## src/rtl/apb_uart_ng_pkg.sv

```systemverilog
// Shared register map, CTRL/STATUS bit positions, parity encoding and
// serial FSM state types for the APB UART.
package apb_uart_ng_pkg;

  localparam logic [1:0] REG_DATA   = 2'd0;
  localparam logic [1:0] REG_STATUS = 2'd1;
  localparam logic [1:0] REG_CTRL   = 2'd2;
  localparam logic [1:0] REG_SCALER = 2'd3;

  localparam int CTRL_W     = 9;
  localparam int CTRL_RE    = 0;
  localparam int CTRL_TEN   = 1;
  localparam int CTRL_PAR   = 2;
  localparam int CTRL_STOP2 = 4;
  localparam int CTRL_RIE   = 5;
  localparam int CTRL_TIE   = 6;
  localparam int CTRL_EIE   = 7;
  localparam int CTRL_LB    = 8;

  localparam int ST_DR    = 0;
  localparam int ST_TS    = 1;
  localparam int ST_TE    = 2;
  localparam int ST_TF    = 3;
  localparam int ST_RF    = 4;
  localparam int ST_OV    = 5;
  localparam int ST_PE    = 6;
  localparam int ST_FE    = 7;
  localparam int ST_RXCNT = 8;
  localparam int ST_TXCNT = 16;

  typedef enum logic [1:0] {
    PAR_NONE  = 2'b00,
    PAR_EVEN  = 2'b01,
    PAR_ODD   = 2'b10,
    PAR_NONE3 = 2'b11
  } parity_e;

  typedef enum logic [2:0] {
    TX_IDLE, TX_START, TX_DATA, TX_PARITY, TX_STOP
  } tx_state_e;

  typedef enum logic [2:0] {
    RX_IDLE, RX_START, RX_DATA, RX_PARITY, RX_STOP
  } rx_state_e;

  function automatic logic par_enabled(input parity_e mode);
    return (mode == PAR_EVEN) || (mode == PAR_ODD);
  endfunction

  // Parity bit that makes the total count of ones even (or odd).
  function automatic logic par_bit(input parity_e mode, input logic data_xor);
    return (mode == PAR_ODD) ? ~data_xor : data_xor;
  endfunction

endpackage

```

## src/rtl/uart_sync_fifo.sv

```systemverilog
// Single-clock FIFO with occupancy count; a pop frees the slot a same-cycle
// push reuses, so push+pop while full keeps every entry.
module uart_sync_fifo #(
  parameter int WIDTH = 8,
  parameter int DEPTH = 16
) (
  input  logic                     clk,
  input  logic                     rst,
  input  logic                     push,
  input  logic [WIDTH-1:0]         wdata,
  input  logic                     pop,
  output logic [WIDTH-1:0]         rdata,
  output logic                     full,
  output logic                     empty,
  output logic [$clog2(DEPTH):0]   count
);
  localparam int AW = $clog2(DEPTH);
  localparam int CW = AW + 1;

  logic [WIDTH-1:0] mem_q [DEPTH];
  logic [AW-1:0]    wr_ptr_q, wr_ptr_d, rd_ptr_q, rd_ptr_d;
  logic [CW-1:0]    count_q, count_d;
  logic             do_push, do_pop;

  assign empty = (count_q == '0);
  assign full  = (count_q == CW'(DEPTH));
  assign count = count_q;
  assign rdata = mem_q[rd_ptr_q];

  always_comb begin
    do_pop   = pop & ~empty;
    do_push  = push & (~full | pop);
    wr_ptr_d = do_push ? wr_ptr_q + AW'(1) : wr_ptr_q;
    rd_ptr_d = do_pop  ? rd_ptr_q + AW'(1) : rd_ptr_q;
    count_d  = count_q;
    case ({do_push, do_pop})
      2'b10:   count_d = count_q + CW'(1);
      2'b01:   count_d = count_q - CW'(1);
      default: count_d = count_q;
    endcase
  end

  always_ff @(posedge clk or negedge rst) begin
    if (!rst) begin
      wr_ptr_q <= '0;
      rd_ptr_q <= '0;
      count_q  <= '0;
    end else begin
      wr_ptr_q <= wr_ptr_d;
      rd_ptr_q <= rd_ptr_d;
      count_q  <= count_d;
    end
  end

  always_ff @(posedge clk) begin
    if (do_push) mem_q[wr_ptr_q] <= wdata;
  end

endmodule

```

## src/rtl/apb_uart_ng.sv

```systemverilog
// APB-attached UART: DATA/STATUS/CTRL/SCALER registers, TX and RX FIFOs,
// serial transmitter and receiver with parity, stop-bit and loopback options.
module apb_uart_ng
  import apb_uart_ng_pkg::*;
#(
  parameter int               DATA_BITS  = 8,
  parameter int               FIFO_DEPTH = 16,
  parameter int               SBITS      = 12,
  parameter int               ABITS      = 8,
  parameter logic [SBITS-1:0] SCALER_RST = 12'd867
) (
  input  logic             clk,
  input  logic             rst,
  input  logic             psel,
  input  logic             penable,
  input  logic [ABITS-1:0] paddr,
  input  logic             pwrite,
  input  logic [31:0]      pwdata,
  output logic [31:0]      prdata,
  output logic             pready,
  output logic             pslverr,
  input  logic             rxd,
  output logic             txd,
  output logic             irq
);
  localparam int CW = $clog2(FIFO_DEPTH) + 1;
  localparam logic [3:0] LAST_BIT = 4'(DATA_BITS - 1);

  logic [CTRL_W-1:0] ctrl_q, ctrl_d;
  logic [SBITS-1:0]  scaler_q, scaler_d;
  logic ov_q, ov_d, pe_q, pe_d, fe_q, fe_d, irq_q, irq_d;

  logic access, wr_data, rd_data, wr_status;
  logic [1:0] sel;
  logic [31:0] status;

  logic                 tx_push, tx_pop, tx_full, tx_empty;
  logic [DATA_BITS-1:0] tx_rdata;
  logic [CW-1:0]        tx_count;
  logic                 rx_push, rx_pop, rx_full, rx_empty;
  logic [DATA_BITS-1:0] rx_rdata;
  logic [CW-1:0]        rx_count;

  tx_state_e            tx_state_q, tx_state_d;
  logic [SBITS-1:0]     tx_cnt_q, tx_cnt_d, tx_div_q, tx_div_d;
  logic [3:0]           tx_bit_q, tx_bit_d;
  logic [DATA_BITS-1:0] tx_shift_q, tx_shift_d;
  logic tx_par_q, tx_par_d, tx_par_en_q, tx_par_en_d;
  logic tx_stop2_q, tx_stop2_d, tx_stop_n_q, tx_stop_n_d, txd_q, txd_d, tx_tick;

  rx_state_e            rx_state_q, rx_state_d;
  logic [SBITS-1:0]     rx_cnt_q, rx_cnt_d, rx_div_q, rx_div_d, rx_half_q, rx_half_d;
  logic [3:0]           rx_bit_q, rx_bit_d;
  logic [DATA_BITS-1:0] rx_shift_q, rx_shift_d;
  parity_e              rx_par_q, rx_par_d;
  logic rx_perr_q, rx_perr_d, rx_tick, rx_samp, rx_in;
  logic rxd_s1_q, rxd_s2_q, rx_prev_q;
  logic ov_set, pe_set, fe_set;
  logic unused_ok;

  assign unused_ok = ^{paddr, pwdata};
  assign pready    = 1'b1;
  assign access    = psel & penable;
  assign sel       = paddr[3:2];
  assign wr_data   = access & pwrite & (sel == REG_DATA);
  assign rd_data   = access & ~pwrite & (sel == REG_DATA);
  assign wr_status = access & pwrite & (sel == REG_STATUS);
  assign tx_push   = wr_data & ~tx_full;
  assign rx_pop    = rd_data & ~rx_empty;
  assign pslverr   = (wr_data & tx_full) | (rd_data & rx_empty);
  assign txd       = txd_q;
  assign irq       = irq_q;

  uart_sync_fifo #(.WIDTH(DATA_BITS), .DEPTH(FIFO_DEPTH)) u_tx_fifo (
    .clk(clk), .rst(rst), .push(tx_push), .wdata(pwdata[DATA_BITS-1:0]),
    .pop(tx_pop), .rdata(tx_rdata), .full(tx_full), .empty(tx_empty), .count(tx_count)
  );

  uart_sync_fifo #(.WIDTH(DATA_BITS), .DEPTH(FIFO_DEPTH)) u_rx_fifo (
    .clk(clk), .rst(rst), .push(rx_push), .wdata(rx_shift_q),
    .pop(rx_pop), .rdata(rx_rdata), .full(rx_full), .empty(rx_empty), .count(rx_count)
  );

  always_comb begin
    status            = '0;
    status[ST_DR]     = ~rx_empty;
    status[ST_TS]     = (tx_state_q == TX_IDLE);
    status[ST_TE]     = tx_empty;
    status[ST_TF]     = tx_full;
    status[ST_RF]     = rx_full;
    status[ST_OV]     = ov_q;
    status[ST_PE]     = pe_q;
    status[ST_FE]     = fe_q;
    status[ST_RXCNT +: 8] = 8'(rx_count);
    status[ST_TXCNT +: 8] = 8'(tx_count);
    prdata = '0;
    case (sel)
      REG_DATA:   prdata = rx_empty ? '0 : 32'(rx_rdata);
      REG_STATUS: prdata = status;
      REG_CTRL:   prdata = 32'(ctrl_q);
      default:    prdata = 32'(scaler_q);
    endcase
  end

  // Hardware set wins over a same-cycle write-one-to-clear.
  always_comb begin
    ctrl_d   = ctrl_q;
    scaler_d = scaler_q;
    if (access && pwrite && sel == REG_CTRL)   ctrl_d   = pwdata[CTRL_W-1:0];
    if (access && pwrite && sel == REG_SCALER) scaler_d = pwdata[SBITS-1:0];
    ov_d = (ov_q & ~(wr_status & pwdata[ST_OV])) | ov_set;
    pe_d = (pe_q & ~(wr_status & pwdata[ST_PE])) | pe_set;
    fe_d = (fe_q & ~(wr_status & pwdata[ST_FE])) | fe_set;
    irq_d = (ctrl_q[CTRL_RIE] & ~rx_empty) | (ctrl_q[CTRL_TIE] & tx_empty) |
            (ctrl_q[CTRL_EIE] & (ov_q | pe_q | fe_q));
  end

  // Transmitter: frame format and bit period are captured at frame start.
  assign tx_tick = (tx_cnt_q == tx_div_q);

  always_comb begin
    tx_state_d  = tx_state_q;
    tx_cnt_d    = tx_cnt_q;
    tx_div_d    = tx_div_q;
    tx_bit_d    = tx_bit_q;
    tx_shift_d  = tx_shift_q;
    tx_par_d    = tx_par_q;
    tx_par_en_d = tx_par_en_q;
    tx_stop2_d  = tx_stop2_q;
    tx_stop_n_d = tx_stop_n_q;
    tx_pop      = 1'b0;
    if (tx_state_q != TX_IDLE) tx_cnt_d = tx_tick ? '0 : tx_cnt_q + SBITS'(1);
    case (tx_state_q)
      TX_IDLE: begin
        if (ctrl_q[CTRL_TEN] && !tx_empty) begin
          tx_pop      = 1'b1;
          tx_state_d  = TX_START;
          tx_cnt_d    = '0;
          tx_div_d    = scaler_q;
          tx_shift_d  = tx_rdata;
          tx_par_en_d = par_enabled(parity_e'(ctrl_q[CTRL_PAR +: 2]));
          tx_par_d    = par_bit(parity_e'(ctrl_q[CTRL_PAR +: 2]), ^tx_rdata);
          tx_stop2_d  = ctrl_q[CTRL_STOP2];
        end
      end
      TX_START: if (tx_tick) begin
        tx_state_d = TX_DATA;
        tx_bit_d   = '0;
      end
      TX_DATA: if (tx_tick) begin
        tx_shift_d = tx_shift_q >> 1;
        tx_bit_d   = tx_bit_q + 4'd1;
        if (tx_bit_q == LAST_BIT) begin
          tx_state_d  = tx_par_en_q ? TX_PARITY : TX_STOP;
          tx_stop_n_d = 1'b0;
        end
      end
      TX_PARITY: if (tx_tick) begin
        tx_state_d  = TX_STOP;
        tx_stop_n_d = 1'b0;
      end
      TX_STOP: if (tx_tick) begin
        if (tx_stop2_q && !tx_stop_n_q) tx_stop_n_d = 1'b1;
        else                            tx_state_d  = TX_IDLE;
      end
      default: tx_state_d = TX_IDLE;
    endcase
    case (tx_state_d)
      TX_START:  txd_d = 1'b0;
      TX_DATA:   txd_d = tx_shift_d[0];
      TX_PARITY: txd_d = tx_par_d;
      default:   txd_d = 1'b1;
    endcase
  end

  // Receiver: sample point is counted from the first synchronised low cycle.
  assign rx_in   = rxd_s2_q;
  assign rx_tick = (rx_cnt_q == rx_div_q);
  assign rx_samp = (rx_cnt_q == rx_half_q);

  always_comb begin
    rx_state_d = rx_state_q;
    rx_cnt_d   = rx_cnt_q;
    rx_div_d   = rx_div_q;
    rx_half_d  = rx_half_q;
    rx_bit_d   = rx_bit_q;
    rx_shift_d = rx_shift_q;
    rx_par_d   = rx_par_q;
    rx_perr_d  = rx_perr_q;
    rx_push    = 1'b0;
    ov_set     = 1'b0;
    pe_set     = 1'b0;
    fe_set     = 1'b0;
    if (rx_state_q != RX_IDLE) rx_cnt_d = rx_tick ? '0 : rx_cnt_q + SBITS'(1);
    case (rx_state_q)
      RX_IDLE: begin
        if (ctrl_q[CTRL_RE] && rx_prev_q && !rx_in) begin
          rx_div_d  = scaler_q;
          rx_half_d = SBITS'(({1'b0, scaler_q} + {{SBITS{1'b0}}, 1'b1}) >> 1);
          rx_par_d  = parity_e'(ctrl_q[CTRL_PAR +: 2]);
          rx_perr_d = 1'b0;
          rx_bit_d  = '0;
          // With one cycle per bit the start bit was already sampled low here.
          if (scaler_q == '0) begin
            rx_state_d = RX_DATA;
            rx_cnt_d   = '0;
          end else begin
            rx_state_d = RX_START;
            rx_cnt_d   = SBITS'(1);
          end
        end
      end
      RX_START: begin
        if (rx_samp && rx_in) rx_state_d = RX_IDLE;
        else if (rx_tick) begin
          rx_state_d = RX_DATA;
          rx_bit_d   = '0;
        end
      end
      RX_DATA: begin
        if (rx_samp) rx_shift_d = {rx_in, rx_shift_q[DATA_BITS-1:1]};
        if (rx_tick) begin
          rx_bit_d = rx_bit_q + 4'd1;
          if (rx_bit_q == LAST_BIT) rx_state_d = par_enabled(rx_par_q) ? RX_PARITY : RX_STOP;
        end
      end
      RX_PARITY: begin
        if (rx_samp) rx_perr_d = (rx_in != par_bit(rx_par_q, ^rx_shift_q));
        if (rx_tick) rx_state_d = RX_STOP;
      end
      RX_STOP: begin
        if (rx_samp) begin
          rx_push    = ~rx_full;
          ov_set     = rx_full;
          fe_set     = ~rx_in;
          pe_set     = rx_perr_q;
          rx_state_d = RX_IDLE;
        end
      end
      default: rx_state_d = RX_IDLE;
    endcase
    if (!ctrl_q[CTRL_RE] && rx_state_q != RX_IDLE) begin
      rx_state_d = RX_IDLE;
      rx_push    = 1'b0;
      ov_set     = 1'b0;
      pe_set     = 1'b0;
      fe_set     = 1'b0;
    end
  end

  always_ff @(posedge clk or negedge rst) begin
    if (!rst) begin
      ctrl_q      <= '0;
      scaler_q    <= SCALER_RST;
      ov_q        <= 1'b0;
      pe_q        <= 1'b0;
      fe_q        <= 1'b0;
      irq_q       <= 1'b0;
      tx_state_q  <= TX_IDLE;
      tx_cnt_q    <= '0;
      tx_div_q    <= '0;
      tx_bit_q    <= '0;
      tx_shift_q  <= '0;
      tx_par_q    <= 1'b0;
      tx_par_en_q <= 1'b0;
      tx_stop2_q  <= 1'b0;
      tx_stop_n_q <= 1'b0;
      txd_q       <= 1'b1;
      rx_state_q  <= RX_IDLE;
      rx_cnt_q    <= '0;
      rx_div_q    <= '0;
      rx_half_q   <= '0;
      rx_bit_q    <= '0;
      rx_shift_q  <= '0;
      rx_par_q    <= PAR_NONE;
      rx_perr_q   <= 1'b0;
      rxd_s1_q    <= 1'b1;
      rxd_s2_q    <= 1'b1;
      rx_prev_q   <= 1'b1;
    end else begin
      ctrl_q      <= ctrl_d;
      scaler_q    <= scaler_d;
      ov_q        <= ov_d;
      pe_q        <= pe_d;
      fe_q        <= fe_d;
      irq_q       <= irq_d;
      tx_state_q  <= tx_state_d;
      tx_cnt_q    <= tx_cnt_d;
      tx_div_q    <= tx_div_d;
      tx_bit_q    <= tx_bit_d;
      tx_shift_q  <= tx_shift_d;
      tx_par_q    <= tx_par_d;
      tx_par_en_q <= tx_par_en_d;
      tx_stop2_q  <= tx_stop2_d;
      tx_stop_n_q <= tx_stop_n_d;
      txd_q       <= txd_d;
      rx_state_q  <= rx_state_d;
      rx_cnt_q    <= rx_cnt_d;
      rx_div_q    <= rx_div_d;
      rx_half_q   <= rx_half_d;
      rx_bit_q    <= rx_bit_d;
      rx_shift_q  <= rx_shift_d;
      rx_par_q    <= rx_par_d;
      rx_perr_q   <= rx_perr_d;
      rxd_s1_q    <= ctrl_q[CTRL_LB] ? txd_q : rxd;
      rxd_s2_q    <= rxd_s1_q;
      rx_prev_q   <= rxd_s2_q;
    end
  end

endmodule

```

## config.mk

```make
export PLATFORM = sky130hd
export DESIGN_NAME = apb_uart_ng
export DESIGN_NICKNAME = d
export VERILOG_FILES = /design/src/rtl/apb_uart_ng_pkg.sv /design/src/rtl/uart_sync_fifo.sv /design/src/rtl/apb_uart_ng.sv
export SDC_FILE = /design/constraint.sdc
export NUM_CORES = 1
export LEC_CHECK = 0
export CAP_MARGIN = 0
export CORE_ASPECT_RATIO = 2
export CORE_MARGIN = 1.5
export CORE_UTILIZATION = 35
export DETAILED_ROUTE_END_ITERATION = 10
export GPL_ROUTABILITY_DRIVEN = 1
export PLACE_DENSITY = 0.51
export SLEW_MARGIN = 20
export SYNTH_ARGS = -nofsm -noshare
export SYNTH_HDL_FRONTEND = slang
export SYNTH_SLANG_ARGS = --single-unit
export TNS_END_PERCENT = 5
```

## constraint.sdc

```tcl
create_clock -name clk -period 4.5 [get_ports clk]
set_input_delay 0.45 -clock clk [delete_from_list [all_inputs] [get_ports clk]]
set_output_delay 0.45 -clock clk [all_outputs]
set_load 0.02 [all_outputs]
```

=== After elaboration in Yosys (flattened, before gate mapping) ===
Memories as Yosys holds them, arrays and structs flattened.
Index checks and enable logic that the tools add are counted.

* Add/subtract/negate cells: 13
* Equal/unequal tests: 48
* Mux-type cells: 77
* Bitwise operators: 44
* Reductions and logical operators: 41

{| class="wikitable"
|+ Operators by type and width
! kind !! number
|-
| $mux W12 || 8
|-
| $pmux W21 S3 || 1
|-
| $mux W3 || 17
|-
| $eq A12 B12 Y1 || 3
|-
| $mux W1 || 31
|-
| $pmux W3 S5 || 2
|-
| $add A12 B1 Y12 const B || 2
|-
| $add A4 B1 Y4 const B || 6
|-
| $mux W4 || 6
|-
| $mux W8 || 3
|-
| $and A1 B1 Y1 || 23
|-
| $ne A2 B2 Y1 const B || 11
|-
| $pmux W5 S2 || 2
|-
| $eq A3 B2 Y1 const B || 6
|-
| $pmux W8 S2 || 1
|-
| $reduce_xor A8 Y1 || 2
|-
| $ne A3 B3 Y1 const B || 5
|-
| $add A12 B1 Y13 const B || 1
|-
| $eq A2 B2 Y1 const B || 6
|-
| $logic_not A12 Y1 || 1
|-
| $pmux W4 S3 || 1
|-
| $reduce_and A6 Y1 || 2
|-
| $reduce_bool A3 Y1 || 4
|-
| $not A1 Y1 || 11
|-
| 25 further kinds || 68
|}

* Flip-flop bits (word level): 152
* RAM bits: 256
* Input bits: 46
* Output and inout port bits: 36
* Word-level logic and storage cells: 259
* Memories kept: 2

{| class="wikitable"
|+ Memories
! name !! depth !! width !! read ports !! clocked after memory_dff !! write ports !! RTL line !! RTL
|-
| u_rx_fifo.mem_q || 16 || 8 || 1 || 0 || 1 || uart_sync_fifo.sv:20 || <nowiki>logic [WIDTH-1:0] mem_q [DEPTH];</nowiki>
|-
| u_tx_fifo.mem_q || 16 || 8 || 1 || 0 || 1 || uart_sync_fifo.sv:20 ||
|}

=== Longest topological paths before layout ===
* Word-level depth: 9
* Gate-level depth with buffers: 17
* Mapped depth without buffers: 15

=== Modules after synthesis ===
Synthesis repeated with hierarchy kept, for this count alone.

* Cell total of the unflattened synthesis: 1381
* Area total of the unflattened synthesis: 18579.1 µm²

{| class="wikitable"
|+ By module, submodules not included
! module !! instances !! cells each !! area an instance (µm²) !! seq. area each (µm²)
|-
| uart_sync_fifo || 2 || 327 || 5811.8 || 4169.0
|-
| apb_uart_ng || 1 || 727 || 6955.4 || 3165.5
|}

=== Worst setup path before layout ===
No wires, ideal clock.

* Path kind: register to register
* Start point: register rx_cnt_q[5]
* End point: register u_rx_fifo.count_q[4], in the netlist u_rx_fifo.count[4]
* Library setup time: 0.126 ns
* Data arrival time: 3.249 ns
* Required time: 4.374 ns
* Slack: 1.125 ns
* Stages on the path, launching flop included: 18
* Path buffers: 2
* Clock period less this slack: 3.375 ns
* Cell sequence: dfrtp_1 > clkbuf_1 > xnor2_1 > nand4_1 > nor3_2 > nand4_1 > a21oi_2 > inv_2 > ha_1 > clkbuf_1 > xor2_1 > ha_1 > o21ai_0 > a21oi_1 > a21oi_1 > xor2_1 > nor2_1 > xor2_1

* Longest elaborated chain between the ends: 7
* Elaborated cells on any way between the ends: 9
* Classes of those cells: 3 x eq/ne; 4 x mux; 1 x bitwise; 1 x reduce/logical

{| class="wikitable"
|+ Ends and longest elaborated chain
! element !! RTL line !! RTL
|-
| from (decl) || apb_uart_ng.sv:52 || <nowiki>logic [SBITS-1:0] rx_cnt_q, rx_cnt_d, rx_div_q, rx_div_d, rx_half_q, rx_half_d;</nowiki>
|-
| from (signal assigned) || apb_uart_ng.sv:298 || <nowiki>rx_cnt_q <= rx_cnt_d;</nowiki>
|-
| $eq A12 B12 Y1 * || apb_uart_ng.sv:179 || <nowiki>assign rx_samp = (rx_cnt_q == rx_half_q);</nowiki>
|-
| $mux W1 * || apb_uart_ng.sv:232 || <nowiki>if (rx_samp) begin</nowiki>
|-
| $mux W1 * || apb_uart_ng.sv:195 || <nowiki>case (rx_state_q)</nowiki>
|-
| $mux W1 * || apb_uart_ng.sv:242 || <nowiki>if (!ctrl_q[CTRL_RE] && rx_state_q != RX_IDLE) begin</nowiki>
|-
| $and A1 B1 Y1 * || uart_sync_fifo.sv:32 || <nowiki>do_push = push & (~full | pop);</nowiki>
|-
| $eq A2 B1 Y1 or $eq A2 B2 Y1 (tied branches) || uart_sync_fifo.sv:36 || <nowiki>case ({do_push, do_pop})</nowiki>
|-
| $pmux W5 S2 or $reduce_bool A2 Y1 (tied branches) || - ||
|-
| to (signal assigned) || uart_sync_fifo.sv:51 || <nowiki>count_q <= count_d;</nowiki>
|-
| to (decl) || uart_sync_fifo.sv:22 || <nowiki>logic [CW-1:0] count_q, count_d;</nowiki>
|}

Every way passes the cells marked *; elsewhere a longest branch is shown, timed or not.
A chain may end at the register's enable or synchronous reset.

=== Worst setup path in the final report ===
* Start point: register u_rx_fifo.rd_ptr_q[1]
* End point: output prdata[1]

* Longest elaborated chain between the ends: 3

{| class="wikitable"
|+ Ends and longest elaborated chain
! element !! RTL line !! RTL
|-
| from (decl) || uart_sync_fifo.sv:21 || <nowiki>logic [AW-1:0] wr_ptr_q, wr_ptr_d, rd_ptr_q, rd_ptr_d;</nowiki>
|-
| from (signal assigned) || uart_sync_fifo.sv:50 || <nowiki>rd_ptr_q <= rd_ptr_d;</nowiki>
|-
| $mem_v2 Z16 W8 || - ||
|-
| $mux W8 || apb_uart_ng.sv:98 || <nowiki>REG_DATA: prdata = rx_empty ? '0 : 32'(rx_rdata);</nowiki>
|-
| $pmux W21 S3 || apb_uart_ng.sv:97 || <nowiki>case (sel)</nowiki>
|-
| to (decl) || apb_uart_ng.sv:19 || <nowiki>output logic [31:0] prdata,</nowiki>
|}

No other way between the ends.

==> run_results.csv <==
group,metric,value,unit
power_and_ir_drop,finalPower,11.61,mW
sta,rsz_0062_raised_after_global_routing,"no",
sta,slew_headroom,31.86,%
floorplanning,core_region_area,0.05094,mm^2
cts,postCtsResizedCells,0,
logic_synthesis,ys_async_sr_fraction,37.25,%
route,drc_marker_count_from_the_first_detailed_route_iteration,521,
sta,period_minus_slack,4.018,ns
cts,cell_at_the_root_of_the_clock_tree,"sky130_fd_sc_hd__clkbuf_16",
logic_synthesis,yosysWarningCount,0,
logic_synthesis,most_used_flip_flop_cell_after_synthesis,"sky130_fd_sc_hd__edfxtp_1",
setup_path,critPathMaxFanout,20,
floorplanning,number_of_core_rows,117,
status,status,"finished, final reports clean",
logic_synthesis,synth_area_leaders,"sky130_fd_sc_hd__edfxtp_1 (43%), sky130_fd_sc_hd__dfrtp_1 (20%), sky130_fd_sc_hd__mux4_2 (8.0%), sky130_fd_sc_hd__xnor2_1 (3.4%), sky130_fd_sc_hd__mux2_2 (3.2%)",
setup_path,r2r-end,"u_rx_fifo.count[4]",
cells_and_area,final_layout_size_suffix_gt1_share,17.89,%
power_and_ir_drop,power_leakage,7.498,nW
placement,hpwlAfterDp,31180,um
floorplanning,initial_core_util,35.48,%
placement,io_buffers,40,
setup_path,timing_worst_setup_path_type,"flop to output port",
sta,hold_viol,0,
logic_synthesis,post_synth_most_frequent_cells,"sky130_fd_sc_hd__edfxtp_1 (256), sky130_fd_sc_hd__dfrtp_1 (142), sky130_fd_sc_hd__nand2_1 (130)",
setup_path,last_element_of_the_critical_path,"prdata[1]",
sta,setup_viol,0,
setup_path,reg2reg_from,"rx_cnt_q[0]",
job,drv.max_cap_violation_count,0,
setup_path,endpoint_kind,"output port",
logic_synthesis,synth_enable_flop_cells,256,
logic_synthesis,sequential_to_total_area_share_from_yosys_stat,63.64,%
power_and_ir_drop,vdd.ir_drop.worst,0.2494,mV
global_route,maximum_number_of_pins_on_one_net_before_global_route_repair,80,
power_and_ir_drop,power.share.sequential,45.1,%
setup_path,arrival,3.57,ns
global_route,grt_pass1_wl,66740,um
logic_synthesis,syn-cell-area,0.01808,mm^2
global_route,grt_antenna_before_repair,0,
cts,clk-insertion-delay-late,0.55,ns
floorplanning,pin_count,82,
power_and_ir_drop,power_frac_clock,27.7,%
floorplanning,die_y,324.4,um
power_and_ir_drop,total_switching_power,3.783,mW
global_route,overflow,0,
cells_and_area,fin_nets,1398,
logic_synthesis,netlist.area_leader.share,42.53,%
global_route,grt_usage,16.97,%
setup_path,start_kind,"flop",
cts,tritoncts_num_sinks,408,
power_and_ir_drop,power.switching_fraction,32.58,%
cts,cts_tree,"built",
route,routed_wirelength,43940,um
setup_path,worst-r2r-cell-count,17,
route,detail_route.wl_per_cell,21.89,um
placement,gp_routability_congestion,0.8514,
cells_and_area,ant_diodes,0,
cts,cts_buffer_depth,3,
logic_synthesis,post_synth_num_cell_types,67,
sta,fin_setup_tns,0,ns
power_and_ir_drop,cell_internal_pwr,7.830,mW
setup_path,reg2reg_setup_slack,0.86,ns
route,via_count,10400,
setup_path,timing.critical_path.required,4.05,ns
sta,max_freq,248.9,MHz
cells_and_area,final_core_utilization,40.32,%
cts,worst_setup_hold_path_clk_slew,0.07,ns
global_route,first_global_vias,10840,
logic_synthesis,synthesis.instances,1270,
logic_synthesis,syn_avg_cell_area,14.23,um^2
logic_synthesis,synth_area_leader_cell,"sky130_fd_sc_hd__edfxtp_1",
route,firstDrtPassIters,5,
cells_and_area,seq_area,0.01151,mm^2
setup_path,critical_path_origin,"u_rx_fifo.rd_ptr_q[1]",
sta,maxSlewViolCount,0,
power_and_ir_drop,power_density,565.4,mW/mm^2
logic_synthesis,top_count_cell_post_synth,"sky130_fd_sc_hd__edfxtp_1",
cts,clock_buffers_created_by_tritoncts,37,
floorplanning,dieWidth,163.7,um
cells_and_area,area_growth,13.62,%
sta,min_period_over_period,89.30,%
power_and_ir_drop,part_of_the_total_power_dissipated_in_combinational_logic,27.2,%
worst_hold_path,hold_class,"flop to flop",
floorplanning,die-area,0.05310,mm^2
cells_and_area,fillers,4806,
route,number_of_remaining_drc_errors,0,
route,vias_per_cell,5.184,
logic_synthesis,yosys_register_bits,408,
cells_and_area,multi_input_area,0.006126,mm^2
route,detail-route-antenna-nets,0,
cts,h_tree_depth,2,
sta,worst_clock_skew,0.01859,ns
sta,transition_at_the_pin_with_the_smallest_max_transition_slack,1.022,ns
[critical path, cell delays in order (launching register included)]
cell and delay [ns]:
sky130_fd_sc_hd__dfrtp_1 1.02, sky130_fd_sc_hd__buf_4 0.30, sky130_fd_sc_hd__mux4_2 0.31, sky130_fd_sc_hd__mux2i_1 0.21, sky130_fd_sc_hd__nor2_1 0.07, sky130_fd_sc_hd__a21oi_1 0.24, sky130_fd_sc_hd__o22ai_1 0.12, sky130_fd_sc_hd__o21a_1 0.18
sky130_fd_sc_hd__clkdlybuf4s50_1 0.56
[worst min path at each step]
stage	from	endpoint	slack [ns]	depth (start not counted)
after floorplan	rst	ctrl_q[0]	0.15	0
after global placement	rxd_s1_q	rx_in	0.35	0
after detailed placement	rxd_s1_q	rx_in	0.35	0
after CTS	rxd_s1_q	rx_in	0.35	0
after global routing	rxd_s1_q	rx_in	0.35	0
final	rxd_s1_q	rx_in	0.35	0
[state kept, by name, summed over array words and instances, names as in the netlist, 9 cells and up]
signal / cells
rx_cnt_q: 12
tx_div_q: 12
rx_half_q: 12
ctrl_q: 9
tx_cnt_q: 12
u_rx_fifo.mem_q: 128
rx_div_q: 12
scaler_q: 12
u_tx_fifo.mem_q: 128
[cells by family after synthesis]
logic type | synth area share (%)
fa+ha+maj | 1.910
mux | 12.67
buf+inv | 2.879
other cells | 0.04155
flops | 63.64
xor+xnor | 5.108
compound gates | 4.956
simple gates | 8.798
[metal layers]
metal	up-vias	GRT usage, %	share of wire (%)
met2	221	32.05	56
met5	-	0	0
met3	77	1.736	2.8
met1	5350	18.72	37
li1	4756	-	-
met4	0	7.530	4.3
[stage by stage]
step           hold slack (ns)  cells  instance area [um^2]  setup slack (ns)
6_report                0.3521   2007                 20540            0.4816
2_1_floorplan           0.1544   1283                 18120             1.125
3_3_place_gp            0.3475   1939                 19320            0.8689
4_1_cts                 0.3537   2007                 20540            0.4365
3_5_place_dp            0.3468   1939                 19320            0.8329
5_1_grt                 0.3545   2007                 20540            0.3460
[power groups by stage]
stage	clock, mW	combinational, mW	sequential (mW)
global route	3.41	3.45	5.33
global placement	0	3.17	5.32
detailed placement	0	3.20	5.33
finish	3.22	3.16	5.24
floorplan	0	2.61	4.84
CTS	3.30	3.22	5.25
[timing repair]
| action | in CTS | in global routing |
|---|---|---|
| hold endpoints to repair | 25 | 0 |
| hold buffers | 1 | 0 |
| setup buffers | 0 | 0 |
[area by class of cell]
type | count | area share, %
clock buffer | 47 | 4.898
multi-input combinational | 766 | 29.83
inverter | 25 | 0.4569
sequential | 408 | 56.02
timing repair buffer | 87 | 3.808
clock inverter | 20 | 1.005
tap | 654 | 3.984
[layout by cell type, fill, tap and decap left out, drive strengths merged, types with 6 or more instances in the layout]
cell | netlist | final
edfxtp | 256 | 256
dfrtp | 142 | 142
nand2 | 130 | 130
nor2 | 82 | 82
xnor2 | 72 | 72
mux4 | 69 | 69
o21ai | 56 | 56
mux2 | 53 | 53
buf | 33 | 47
clkbuf | 51 | 47
clkdlybuf4s50 | 0 | 39
a21oi | 32 | 32
xor2 | 30 | 30
ha | 26 | 26
inv | 25 | 26
nand4 | 23 | 23
nand3 | 23 | 23
nor3 | 21 | 21
and3 | 19 | 19
conb | 2 | 15
mux2i | 12 | 12
and2 | 12 | 12
clkinv | 0 | 12
dfstp | 10 | 10
o21a | 9 | 9
nor4 | 8 | 8
nor2b | 7 | 7
o22ai | 7 | 7
a22oi | 7 | 7
nand2b | 6 | 6
(Power assumes the default switching activity.)
==> patch (same settings) <==
Set the parameter `SBITS` to 24 (it was 12).
--- a/src/rtl/apb_uart_ng.sv
+++ b/src/rtl/apb_uart_ng.sv
@@ -5,7 +5,7 @@
 #(
   parameter int               DATA_BITS  = 8,
   parameter int               FIFO_DEPTH = 16,
-  parameter int               SBITS      = 12,
+  parameter int               SBITS      = 24,
   parameter int               ABITS      = 8,
   parameter logic [SBITS-1:0] SCALER_RST = 12'd867
 ) (
Function: changed (a bounded check fails within 4 cycles, from zero or initial values and one cycle with rst low).
==> patch against the original RTL <==
The run now ends with DRC, hold timing left. Setup slack worse by 0.050 ns. Clock skew increased by 0.0052 ns. Area after synthesis is 21% higher. Via count is 27% higher. Die area increased by 21%. Critical path type is now reg2reg. Power increased by 18%. Sequential cell count up 72. Cell area up 21%. Wire length increased by 30%. Critical endpoint is now u_rx_fifo.count[4]. Hold slack worse by 0.39 ns. Highest routed layer is now met5. Combinational power is 18% higher.
==> patch: results (changes against the original RTL) <==
CTS Buf Count=45 (was 37); crit path max fanout=9 (was 20); DR pass1 iterations=10 (was 5); top routing layer in use=met5 (was met4); pin count of the biggest net entering global routing=117 (was 80); failing checks=DRC, hold timing; reg-to-reg slack, setup=0.43 ns (was 0.86 ns); Setup crit end=u_rx_fifo.count[4] (was prdata[1]); slowest stage cell, crit path=and3_1 (was dfrtp_1); crit path from=rx_cnt_q[0] (was u_rx_fifo.rd_ptr_q[1]); # DRC=3 (was 0); dpl cells=2477 (was 1939); Hold WC Path Type=in2async (was reg2reg); Pleak=9.47 nW (was 7.50 nW); # port buffers=58 (was 40); Avg WL per Cell=22.4 µm (was 21.9 µm); Final min period=4.07 ns (was 4.02 ns); sequential fraction of the synthesis area=60.6% (was 63.6%); first-pass GRT wire length=86.7 mm (was 66.7 mm); final wirelength=57.3 mm (was 43.9 mm); Worst Skew=0.0238 ns (was 0.0186 ns); met2 WL=30.9 mm (was 24.6 mm); synthesized netlist cell count=1683 (was 1270); final number of hold-violating endpoints=11 (was 0); GRT Resource Usage Total=18.0% (was 17.0%); clock latency on the worst-skew pair=0.58 ns (was 0.55 ns); fin nets=1811 (was 1398); M3 GR Usage=2.30% (was 1.74%); Synth cell types=73 (was 67); Slew HR=32.0% (was 31.9%); M1 GR Usage=19.2% (was 18.7%); CP delay by family, top=simple AND/OR/NAND/NOR gates (was flip-flops); post-synthesis async set-or-reset flop share=46.7% (was 37.3%); run status=complete, but fails checks (was complete, no violations); Post-synth top cells=edfxtp_1 (256), nand2_1 (215), dfrtp_1 (214) (was edfxtp_1 (256), dfrtp_1 (142), nand2_1 (130)); ranking of synthesized cells by area=edfxtp_1 (35%), dfrtp_1 (24%), mux4_2 (4.9%), nand2_1 (3.7%), mux2_2 (3.6%) (was edfxtp_1 (43%), dfrtp_1 (20%), mux4_2 (8.0%), xnor2_1 (3.4%), mux2_2 (3.2%)); Starting DRT DRC Count=906 (was 521); VDD IR max=0.344 mV (was 0.249 mV); Area after DPL=23400 µm² (was 19300 µm²); Worst Reg2Reg Path Length in Cells=15 (was 17); post-DP HPWL=41.3 mm (was 31.2 mm); grt met2 use=34.2% (was 32.0%); hold_ws=-0.0388 ns (was 0.352 ns); share of cells above drive strength 1=15.1% (was 17.9%); Final GP Congestion=0.835 (was 0.851); vias in the first global route=14000 (was 10800); met1 WL=21.4 mm (was 16.3 mm); pre-CTS setup slack=0.518 ns (was 0.833 ns)
==> patch: final cells by class <==
cell class                 count  area [µm²]
fill                        5859       37100
sequential                   480       13300
multi-input combinational   1072        8030
clock buffer                  74        1370
timing repair buffer         113         993
tap                          786         983
inverter                      26        97.6
clock inverter                 9        83.8
==> patch: cells by family (layout without fill, tap and decap cells) <==
kind of cell               count (synthesis)  count (layout)  share of synthesized area [%]
buffers and inverters                    138             222                           3.03
muxes                                    159             159                           11.9
AOI/OAI and AO/OA                        196             196                           5.42
other                                      2               9                         0.0342
xor gates and xnor gates                 163             163                           6.60
DFF                                      480             480                           60.6
adders and majority gates                 27              27                           1.57
and+or+nand+nor                          518             518                           10.8
==> patch: report_power, final <==
part | internal [mW] | leakage, nW | switching (mW)
Sequential | 5.25 | 5.19 | 0.955
Combinational | 1.79 | 3.56 | 1.93
Clock | 2.14 | 0.714 | 1.66
Total | 9.18 | 9.47 | 4.54
